**src/rtl/instruction_sequencer.sv**
```systemverilog
// instruction_sequencer: captures 3-bit opcodes on rising edges of enable_in
// into a circular FIFO and dispatches them one at a time to the image engine.
// Ports:
//   clk, reset_n (sync, active-low)
//   instr_in, enable_in, clear_in          - PIO side requests and flag clear
//   engine_op, engine_start                - dispatch to the engine
//   engine_done, engine_error              - completion/fault pulses
//   status_busy/done/error/overflow/timeout, queue_count - readback
// Optional: define SEQ_TIMEOUT_EN to add a WAIT watchdog of TIMEOUT_CYCLES.
module instruction_sequencer #(
    parameter int QDEPTH         = 4,
    parameter int TIMEOUT_CYCLES = 1000000
) (
    input  logic                    clk,
    input  logic                    reset_n,
    input  logic [2:0]              instr_in,
    input  logic                    enable_in,
    input  logic                    clear_in,
    output logic [2:0]              engine_op,
    output logic                    engine_start,
    input  logic                    engine_done,
    input  logic                    engine_error,
    output logic                    status_busy,
    output logic                    status_done,
    output logic                    status_error,
    output logic                    status_overflow,
    output logic                    status_timeout,
    output logic [$clog2(QDEPTH):0] queue_count
);

    localparam int AW = $clog2(QDEPTH);
    localparam int CW = AW + 1;

    typedef enum logic [1:0] {
        S_IDLE,
        S_ISSUE,
        S_WAIT
    } state_t;

    state_t        r_state;
    state_t        w_state_nxt;

    logic [2:0]    r_q [QDEPTH];
    logic [AW-1:0] r_wp;
    logic [AW-1:0] r_rp;
    logic [CW-1:0] r_count;
    logic [CW-1:0] w_count_nxt;

    logic          r_en_q;
    logic          r_start;
    logic          r_busy;
    logic          r_done;
    logic          r_err;
    logic          r_ovf;
    logic [2:0]    r_op;

    logic          w_req;
    logic          w_rsvd;
    logic          w_full;
    logic          w_push;
    logic          w_drop;
    logic          w_pop;
    logic          w_set_done;
    logic          w_set_err;
    logic          w_clr_done;

`ifdef SEQ_TIMEOUT_EN
    localparam int TW = $clog2(TIMEOUT_CYCLES + 1);
    logic [TW-1:0] r_tmr;
    logic          r_to;
    logic          w_set_to;
`endif

    // Rising edge of the PIO level is one request.
    assign w_req  = enable_in & ~r_en_q;
    assign w_rsvd = w_req & (instr_in == 3'b111);
    // Full is judged on the occupancy before any same-cycle pop.
    assign w_full = (r_count == CW'(QDEPTH));
    assign w_push = w_req & ~w_rsvd & ~w_full;
    assign w_drop = w_req & ~w_rsvd & w_full;

    always_comb begin
        w_state_nxt = r_state;
        w_pop       = 1'b0;
        w_set_done  = 1'b0;
        w_set_err   = 1'b0;
        w_clr_done  = 1'b0;
`ifdef SEQ_TIMEOUT_EN
        w_set_to    = 1'b0;
`endif
        case (r_state)
            S_IDLE: begin
                if (r_count != '0) begin
                    w_pop       = 1'b1;
                    w_clr_done  = 1'b1;
                    w_state_nxt = S_ISSUE;
                end
            end
            S_ISSUE: begin
                w_state_nxt = S_WAIT;
            end
            S_WAIT: begin
                if (engine_done || engine_error) begin
                    w_set_done  = engine_done;
                    w_set_err   = engine_error;
                    w_state_nxt = S_IDLE;
                end
`ifdef SEQ_TIMEOUT_EN
                else if (r_tmr == TW'(TIMEOUT_CYCLES - 1)) begin
                    w_set_to    = 1'b1;
                    w_set_err   = 1'b1;
                    w_state_nxt = S_IDLE;
                end
`endif
            end
            default: begin
                w_state_nxt = S_IDLE;
            end
        endcase
        w_count_nxt = r_count + CW'(w_push) - CW'(w_pop);
    end

    always_ff @(posedge clk) begin
        if (!reset_n) begin
            r_state <= S_IDLE;
        end else begin
            r_state <= w_state_nxt;
        end
    end

    always_ff @(posedge clk) begin
        if (!reset_n) begin
            r_wp    <= '0;
            r_rp    <= '0;
            r_count <= '0;
            r_en_q  <= 1'b0;
            r_start <= 1'b0;
            r_busy  <= 1'b0;
            r_done  <= 1'b0;
            r_err   <= 1'b0;
            r_ovf   <= 1'b0;
            r_op    <= 3'b000;
        end else begin
            r_en_q  <= enable_in;
            r_count <= w_count_nxt;
            // Start pulse registered from ISSUE so it lands in first WAIT cycle.
            r_start <= (r_state == S_ISSUE);
            r_busy  <= (w_state_nxt != S_IDLE) || (w_count_nxt != '0);
            if (w_push) begin
                r_q[r_wp] <= instr_in;
                r_wp      <= r_wp + AW'(1);
            end
            if (w_pop) begin
                r_op <= r_q[r_rp];
                r_rp <= r_rp + AW'(1);
            end
            // Sticky flags: a set beats a same-cycle clear.
            if (w_set_done) begin
                r_done <= 1'b1;
            end else if (clear_in || w_clr_done) begin
                r_done <= 1'b0;
            end
            if (w_set_err || w_rsvd) begin
                r_err <= 1'b1;
            end else if (clear_in) begin
                r_err <= 1'b0;
            end
            if (w_drop) begin
                r_ovf <= 1'b1;
            end else if (clear_in) begin
                r_ovf <= 1'b0;
            end
        end
    end

`ifdef SEQ_TIMEOUT_EN
    always_ff @(posedge clk) begin
        if (!reset_n) begin
            r_tmr <= '0;
            r_to  <= 1'b0;
        end else begin
            // Zero outside WAIT, so every WAIT entry starts from 0.
            r_tmr <= (r_state == S_WAIT) ? r_tmr + TW'(1) : '0;
            if (w_set_to) begin
                r_to <= 1'b1;
            end else if (clear_in) begin
                r_to <= 1'b0;
            end
        end
    end
    assign status_timeout = r_to;
`else
    assign status_timeout = 1'b0;
`endif

    assign engine_op       = r_op;
    assign engine_start    = r_start;
    assign status_busy     = r_busy;
    assign status_done     = r_done;
    assign status_error    = r_err;
    assign status_overflow = r_ovf;
    assign queue_count     = r_count;

endmodule

```
**config.mk**
```make
export PLATFORM = sky130hd
export DESIGN_NAME = instruction_sequencer
export DESIGN_NICKNAME = d
export VERILOG_FILES = /design/src/rtl/instruction_sequencer.sv
export SDC_FILE = /design/constraint.sdc
export NUM_CORES = 1
export LEC_CHECK = 0
export BUFFER_PORTS_ARGS = -buffer_cell sky130_fd_sc_hd__clkbuf_2
export CAP_MARGIN = 20
export CORE_ASPECT_RATIO = 1.1
export CORE_UTILIZATION = 35
export CTS_CLUSTER_DIAMETER = 200
export DETAILED_ROUTE_END_ITERATION = 16
export SYNTH_ARGS = -nofsm -noshare
export SYNTH_HDL_FRONTEND = slang
export SYNTH_SLANG_ARGS = --single-unit
```
**constraint.sdc**
```tcl
create_clock -name clk -period 7.08 [get_ports clk]
set_clock_uncertainty 0.05 [all_clocks]
set_input_delay 1.416 -clock clk [delete_from_list [all_inputs] [get_ports clk]]
set_output_delay 1.416 -clock clk [all_outputs]
set_load 0.01 [all_outputs]
```
==> flow_summary.toml, run 1 <==
[status]
status = "complete, no violations"

[grt]
grt_pass1_vias = 769
grt_pass1_wl_um = 3546
grt_max_degree = 18
antenna_found_initial = 0
grt_overflow = 0
track_usage_pct = 12.90

[clock_tree]
cts_tree = "yes"
cts_hold_buf = 0
clock_latency_ns = 0.33
cts.sink_count = 30
postCtsSetupBuffers = 0
cts-buffers-inserted = 5
ctsResizeCount = 0
htreeDepth = 2
clockBufferDepth = 2
path_clk_slew_ns = 0.09
ctsRootBufferMaster = "clkbuf_4"

[critical_path]
worstSetupStartpoint = "enable_in"
r2r-end = "status_busy"
worstPathRequired_ns = 7.24
worstRegToRegCells = 11
r2r_start = "queue_count[1]"
crit_fanout = 7
start_kind = "primary input"
end_kind = "flip-flop"
crit_type = "in2reg"
reg2reg_slack_ns = 4.35
critPathArrivalTime_ns = 3.54

[die]
fp.dieW_um = 59.97
dieArea_sq_um = 3944
io-pin-count = 21
rows = 22
core_sq_um = 3441
initial_core_util_pct = 37.60
fp.dieH_um = 65.77

[finish]
drive_gt1_share_pct = 25.00
n_antenna_cell = 0
fin_cells = 176
num-nets-final = 143
layout-area-overhead-vs-synth_pct = 14.12
design_area_sq_um = 1476

[synth]
synth_edf_count = 12
synth_top_cell_by_area = "dfxtp_1"
synthFlopType = "dfxtp_1"
synth_cell_types = 37
synthCells = 104
ys_ff_latch = 30
syn_area_sq_um = 1294
yosysSeqAreaShare_pct = 55.71
ys_warn_count = 0
synthArstFlopShare_pct = 0
yosysTopAreaCellShare_pct = 27.85
synthTopCellsByArea = "dfxtp_1 (28%), edfxtp_1 (28%), ha_1 (5.8%), mux4_2 (3.5%), nand2_1 (2.6%)"
synth_nets = 120
synth.avg_cell_area_sq_um = 12.44

[place]
portBuffers = 19
dp_cells = 168
dpl.hpwl_um = 1679
place_congestion = 0.7235
place_area_sq_um = 1426

[drt]
drt-initial-drc-count = 25
vias = 848
wl_per_cell_um = 12.42
firstDrtPassIters = 4
vias_per_cell = 4.818
drt_wl_total_um = 2186
postRouteAntennaNets = 0
drc_errors = 0

[sta]
clock.fmax_ghz = 0.2956
slew_viol_final = 0
min_period_ns = 3.383
finalSetupTns_ns = 0
hold_viol = 0
finalCritPeriodShare_pct = 47.79
setup_violations = 0
hold_ws_ns = 0.4171
rsz0062_at_grt = "no"

[worst_hold_path]
holdPathStages = 2
hold_end = "engine_op[0]"
min_path_type = "reg2reg"
hp-start = "engine_op[0]"

[power]
power_density_nw_per_um2 = 346.6
peakVddDrop_mv = 0.1402
power.leakage_nw = 0.6032

[flow_run]
cap_viol_max_count = 0
-- worst max-delay path, cell delays in order --
cell	delay (ns)
clkbuf_2	0.08
nor2b_1	0.20
and3b_1	0.32
inv_1	0.08
ha_1	0.29
inv_1	0.05
ha_1	0.12
inv_1	0.04
fa_1	0.38
xor2_1	0.19
xnor2_1	0.24
a41oi_1	0.14
-- layout make-up --
type                       instances  area [sq um]
multi-input combinational         63         520.5
tap                               48         60.06
clock inverter                     2         8.758
inverter                           8         30.03
clock buffer                       6         41.29
timing repair buffer              19         95.09
sequential                        30         720.7
fill                             337          1964
-- cell families (layout without fill, tap and decap cells) --
group                    count (synthesis)  in the layout  synth area share (%)
flip-flops                              30             30                 55.71
adder cells (fa/ha/maj)                  7              7                 7.350
buffers and inverters                   11             35                 4.062
multiplexers                             6              6                 7.834
other                                    1              1                0.2899
XOR/XNOR                                 2              2                 1.354
AO/OA/AOI/OAI                           12             12                 6.771
AND/OR/NAND/NOR                         35             35                 16.63
-- synth_stat cells, drive strengths merged (2+ instances only) --
cell type  instances
and3               4
mux4               3
nor2b              3
ha                 6
a21oi              4
o2bb2ai            3
nand2b             2
and2               3
nor2               5
mux2i              3
inv                8
dfxtp             18
buf                2
nand2              9
edfxtp            12
-- cell usage in the layout (no fill, tap or decap), types with 2 or more instances in the layout --
cell type	count
edfxtp_1	12
and3_1	4
clkbuf_2	19
ha_1	6
mux4_2	2
nor2_1	5
mux2i_1	3
nand2b_1	2
o2bb2ai_1	3
and2_1	3
nand2_1	9
inv_2	2
dfxtp_1	18
inv_1	6
a21oi_1	4
nor2b_1	3
clkbuf_4	5
-- routing by layer --
layer / GRT usage, % / vias up / routed length, um
met4: 7.849 / 0 / 51
met3: 4.724 / 6 / 94
met1: 14.02 / 406 / 943
li1: - / 416 / -
met2: 20.97 / 20 / 1096
met5: 0 / - / 0
-- stage by stage --
step                      power (mW)  util, %  setup slack (ns)
after floorplan               0.3709        -             3.672
after global placement        0.4154    41.45             3.474
after detailed placement      0.4232    41.45             3.337
after CTS                     0.5195    42.91             3.702
after global routing          0.5554    42.91             3.518
final                         0.5117    42.91             3.697
-- worst max path at each step --
stage                             end  cells past startpoint
after floorplan           status_busy                     12
after global placement    status_busy                     12
after detailed placement  status_busy                     12
after CTS                 status_busy                     12
after global routing      status_busy                     12
final                     status_busy                     12
-- registers in the layout, summed over array words and instances (netlist names) --
| name | flops |
|---|---|
| engine_op | 3 |
| engine_start | 1 |
| queue_count | 3 |
| r_en_q | 1 |
| r_q | 12 |
| r_rp | 2 |
| r_state | 2 |
| r_wp | 2 |
| status_busy | 1 |
| status_done | 1 |
| status_error | 1 |
| status_overflow | 1 |
-- power breakdown --
part / internal [mW] / leakage [nW] / switching, mW
clock: 0.0372 / 0.0297 / 0.0589
sequential: 0.211 / 0.257 / 0.0321
combinational: 0.0832 / 0.317 / 0.0889
Power figures use the tool's default switching activity.
==> run 2: changes to the inputs <==
--- a/config.mk
+++ b/config.mk
@@ -5,6 +5,7 @@
 export SDC_FILE = /design/constraint.sdc
 export NUM_CORES = 1
 export LEC_CHECK = 0
+export ABC_AREA = 1
 export BUFFER_PORTS_ARGS = -buffer_cell sky130_fd_sc_hd__clkbuf_2
 export CAP_MARGIN = 20
 export CORE_ASPECT_RATIO = 1.1
==> constraint.sdc (replaced) <==
create_clock -name clk -period 2.89 [get_ports clk]
set_clock_uncertainty 0.05 [all_clocks]
set_input_delay 0.578 -clock clk [delete_from_list [all_inputs] [get_ports clk]]
set_output_delay 0.578 -clock clk [all_outputs]
set_load 0.01 [all_outputs]
==> run 2 against run 1 <==
Effect of this change:
- cell area grew 13%
- die area grew 11%
- final cell count grew 47%
- sequential power grew 150%
- clock power grew to 4.0 times the previous value
- global-route usage grew 0.95 points
- worst setup slack lost 3.2 ns
- synthesized area grew 11%
- routed wire length grew 13%
- utilization shrank 0.48 points
- largest cell class unchanged
- via count grew 27%
- synthesized cell count grew 77%
==> flow_summary.toml, run 2 <==
[status]
status = "complete, no violations"

[drt]
firstDrtPassIters = 4
drc_errors = 0
drt-initial-drc-count = 15
vias = 1078
drt_wl_total_um = 2461
vias_per_cell = 4.162
postRouteAntennaNets = 0
wl_per_cell_um = 9.502

[grt]
grt_pass1_vias = 1025
met2_usage_pct = 21.39
grt_pass1_wl_um = 4567
grt_max_degree = 14
grt.met1_usage_pct = 17.19
antenna_found_initial = 0
grt.busiest_layer = "met2"
grt_overflow = 0
use_met3_pct = 3.454
track_usage_pct = 13.85

[critical_path]
worstPathRequired_ns = 3.01
crit_fanout = 5
end_kind = "flip-flop"
critPathArrivalTime_ns = 2.48
crit_type = "in2reg"
reg2reg_slack_ns = 0.55
start_kind = "primary input"

[sta]
finalCritPeriodShare_pct = 81.70
setup_violations = 0
finalSetupTns_ns = 0
min_period_ns = 2.361
fin_ws_ns = 0.5289
clock.fmax_ghz = 0.4235
hold_ws_ns = 0.4472
rsz0062_at_grt = "no"
slew_viol_final = 0
hold_viol = 0

[synth]
synth_edf_count = 12
yosysMostFrequentCell = "nand2_1"
synth_top_cell_by_area = "dfxtp_1"
syn_area_sq_um = 1436
synthCells = 184
yosysSeqAreaShare_pct = 50.17
synth.avg_cell_area_sq_um = 7.806
ys_warn_count = 0
synthArstFlopShare_pct = 0
synth_commonest_cells = "nand2_1 (43), inv_1 (39), nor2_1 (30)"
synth_cell_types = 21
yosysTopAreaCellShare_pct = 25.09
ys_ff_latch = 30
synthTopCellsByArea = "dfxtp_1 (25%), edfxtp_1 (25%), nand2_1 (11%), inv_1 (10%), nor2_1 (7.8%)"
synth_nets = 200
synthFlopType = "dfxtp_1"

[clock_tree]
clock_latency_ns = 0.28
cts.sink_count = 30
htreeDepth = 2
ctsRootBufferMaster = "clkbuf_8"
cts-buffers-inserted = 5
cts_tree = "yes"
postCtsSetupBuffers = 0
cts_hold_buf = 0
clockBufferDepth = 2
ctsResizeCount = 0
path_clk_slew_ns = 0.07

[worst_hold_path]
min_path_type = "in2reg"

[finish]
num-nets-final = 222
final_cell_mix = "nand2_1 (43), inv_1 (39), nor2_1 (30)"
layout-area-overhead-vs-synth_pct = 16.20
n_antenna_cell = 0
final_common_cell = "nand2_1"
design_area_sq_um = 1669
largest-register = "r_q"
largest_register_ffs = 12
drive_gt1_share_pct = 18.36

[power]
peakVddDrop_mv = 0.3744
power.leakage_nw = 0.8408
power_density_nw_per_um2 = 928.5
p_total_mw = 1.550

[place]
place_area_sq_um = 1565
place_ws_ns = 0.2197
place_congestion = 0.7483
dpl.hpwl_um = 1828
portBuffers = 19

[die]
fp.dieH_um = 69.19
dieArea_sq_um = 4365
fp.dieW_um = 63.08
rows = 24
initial_core_util_pct = 36.51
core_sq_um = 3934
io-pin-count = 21

[flow_run]
cap_viol_max_count = 0
[run 2: critical path, stage by stage]
cell and delay [ns]:
clkbuf_2 0.12, nand3_1 0.18, nand2_2 0.08, nor2_2 0.16, inv_1 0.06, ha_1 0.28, inv_1 0.06, ha_1 0.13
inv_1 0.05, fa_1 0.49, inv_1 0.04, nor2_1 0.08, nand2_1 0.06, nand2_1 0.06, nand3_1 0.06
[run 2: cell type report]
class	instances	area (sq um)
fill	398	2265
sequential	30	720.7
multi-input combinational	107	523.0
inverter	43	161.4
timing repair buffer	19	95.09
clock buffer	6	93.84
tap	52	65.06
clock inverter	2	10.01
[run 2: final timing paths]
kind,start,to,cells past startpoint
setup / recovery,instr_in[1],status_busy,15
hold / removal,enable_in,r_en_q,3
setup reg to reg,queue_count[1],status_busy,15
hold reg to reg,r_state[0],engine_start,2
[run 2: metrics by stage]
stage	std cells	util (%)
final	259	42.43
after global routing	259	42.43
after CTS	259	42.43
after detailed placement	251	39.79
after global placement	251	39.79
after floorplan	184	-
[run 2: kinds of logic after synthesis]
kind of cell | after synthesis | share of synthesized area (%)
buf+inv | 47 | 13.41
compound gates | 4 | 1.394
fa+ha+maj | 7 | 6.620
simple gates | 95 | 28.14
flops | 30 | 50.17
other cells | 1 | 0.2611
[run 2: report_power, final]
group	internal (mW)	leakage, nW	switching [mW]
sequential	0.529	0.257	0.0780
combinational	0.215	0.528	0.345
clock	0.219	0.0561	0.164
[run 2: per-layer routing]
| metal | vias up | part of all wire (%) | routed length (um) |
|---|---|---|---|
| met1 | 464 | 49 | 1214 |
| met4 | 0 | 2.7 | 66 |
| met2 | 19 | 45 | 1106 |
| met5 | - | 0 | 0 |
| li1 | 589 | - | - |
| met3 | 6 | 3.0 | 74 |
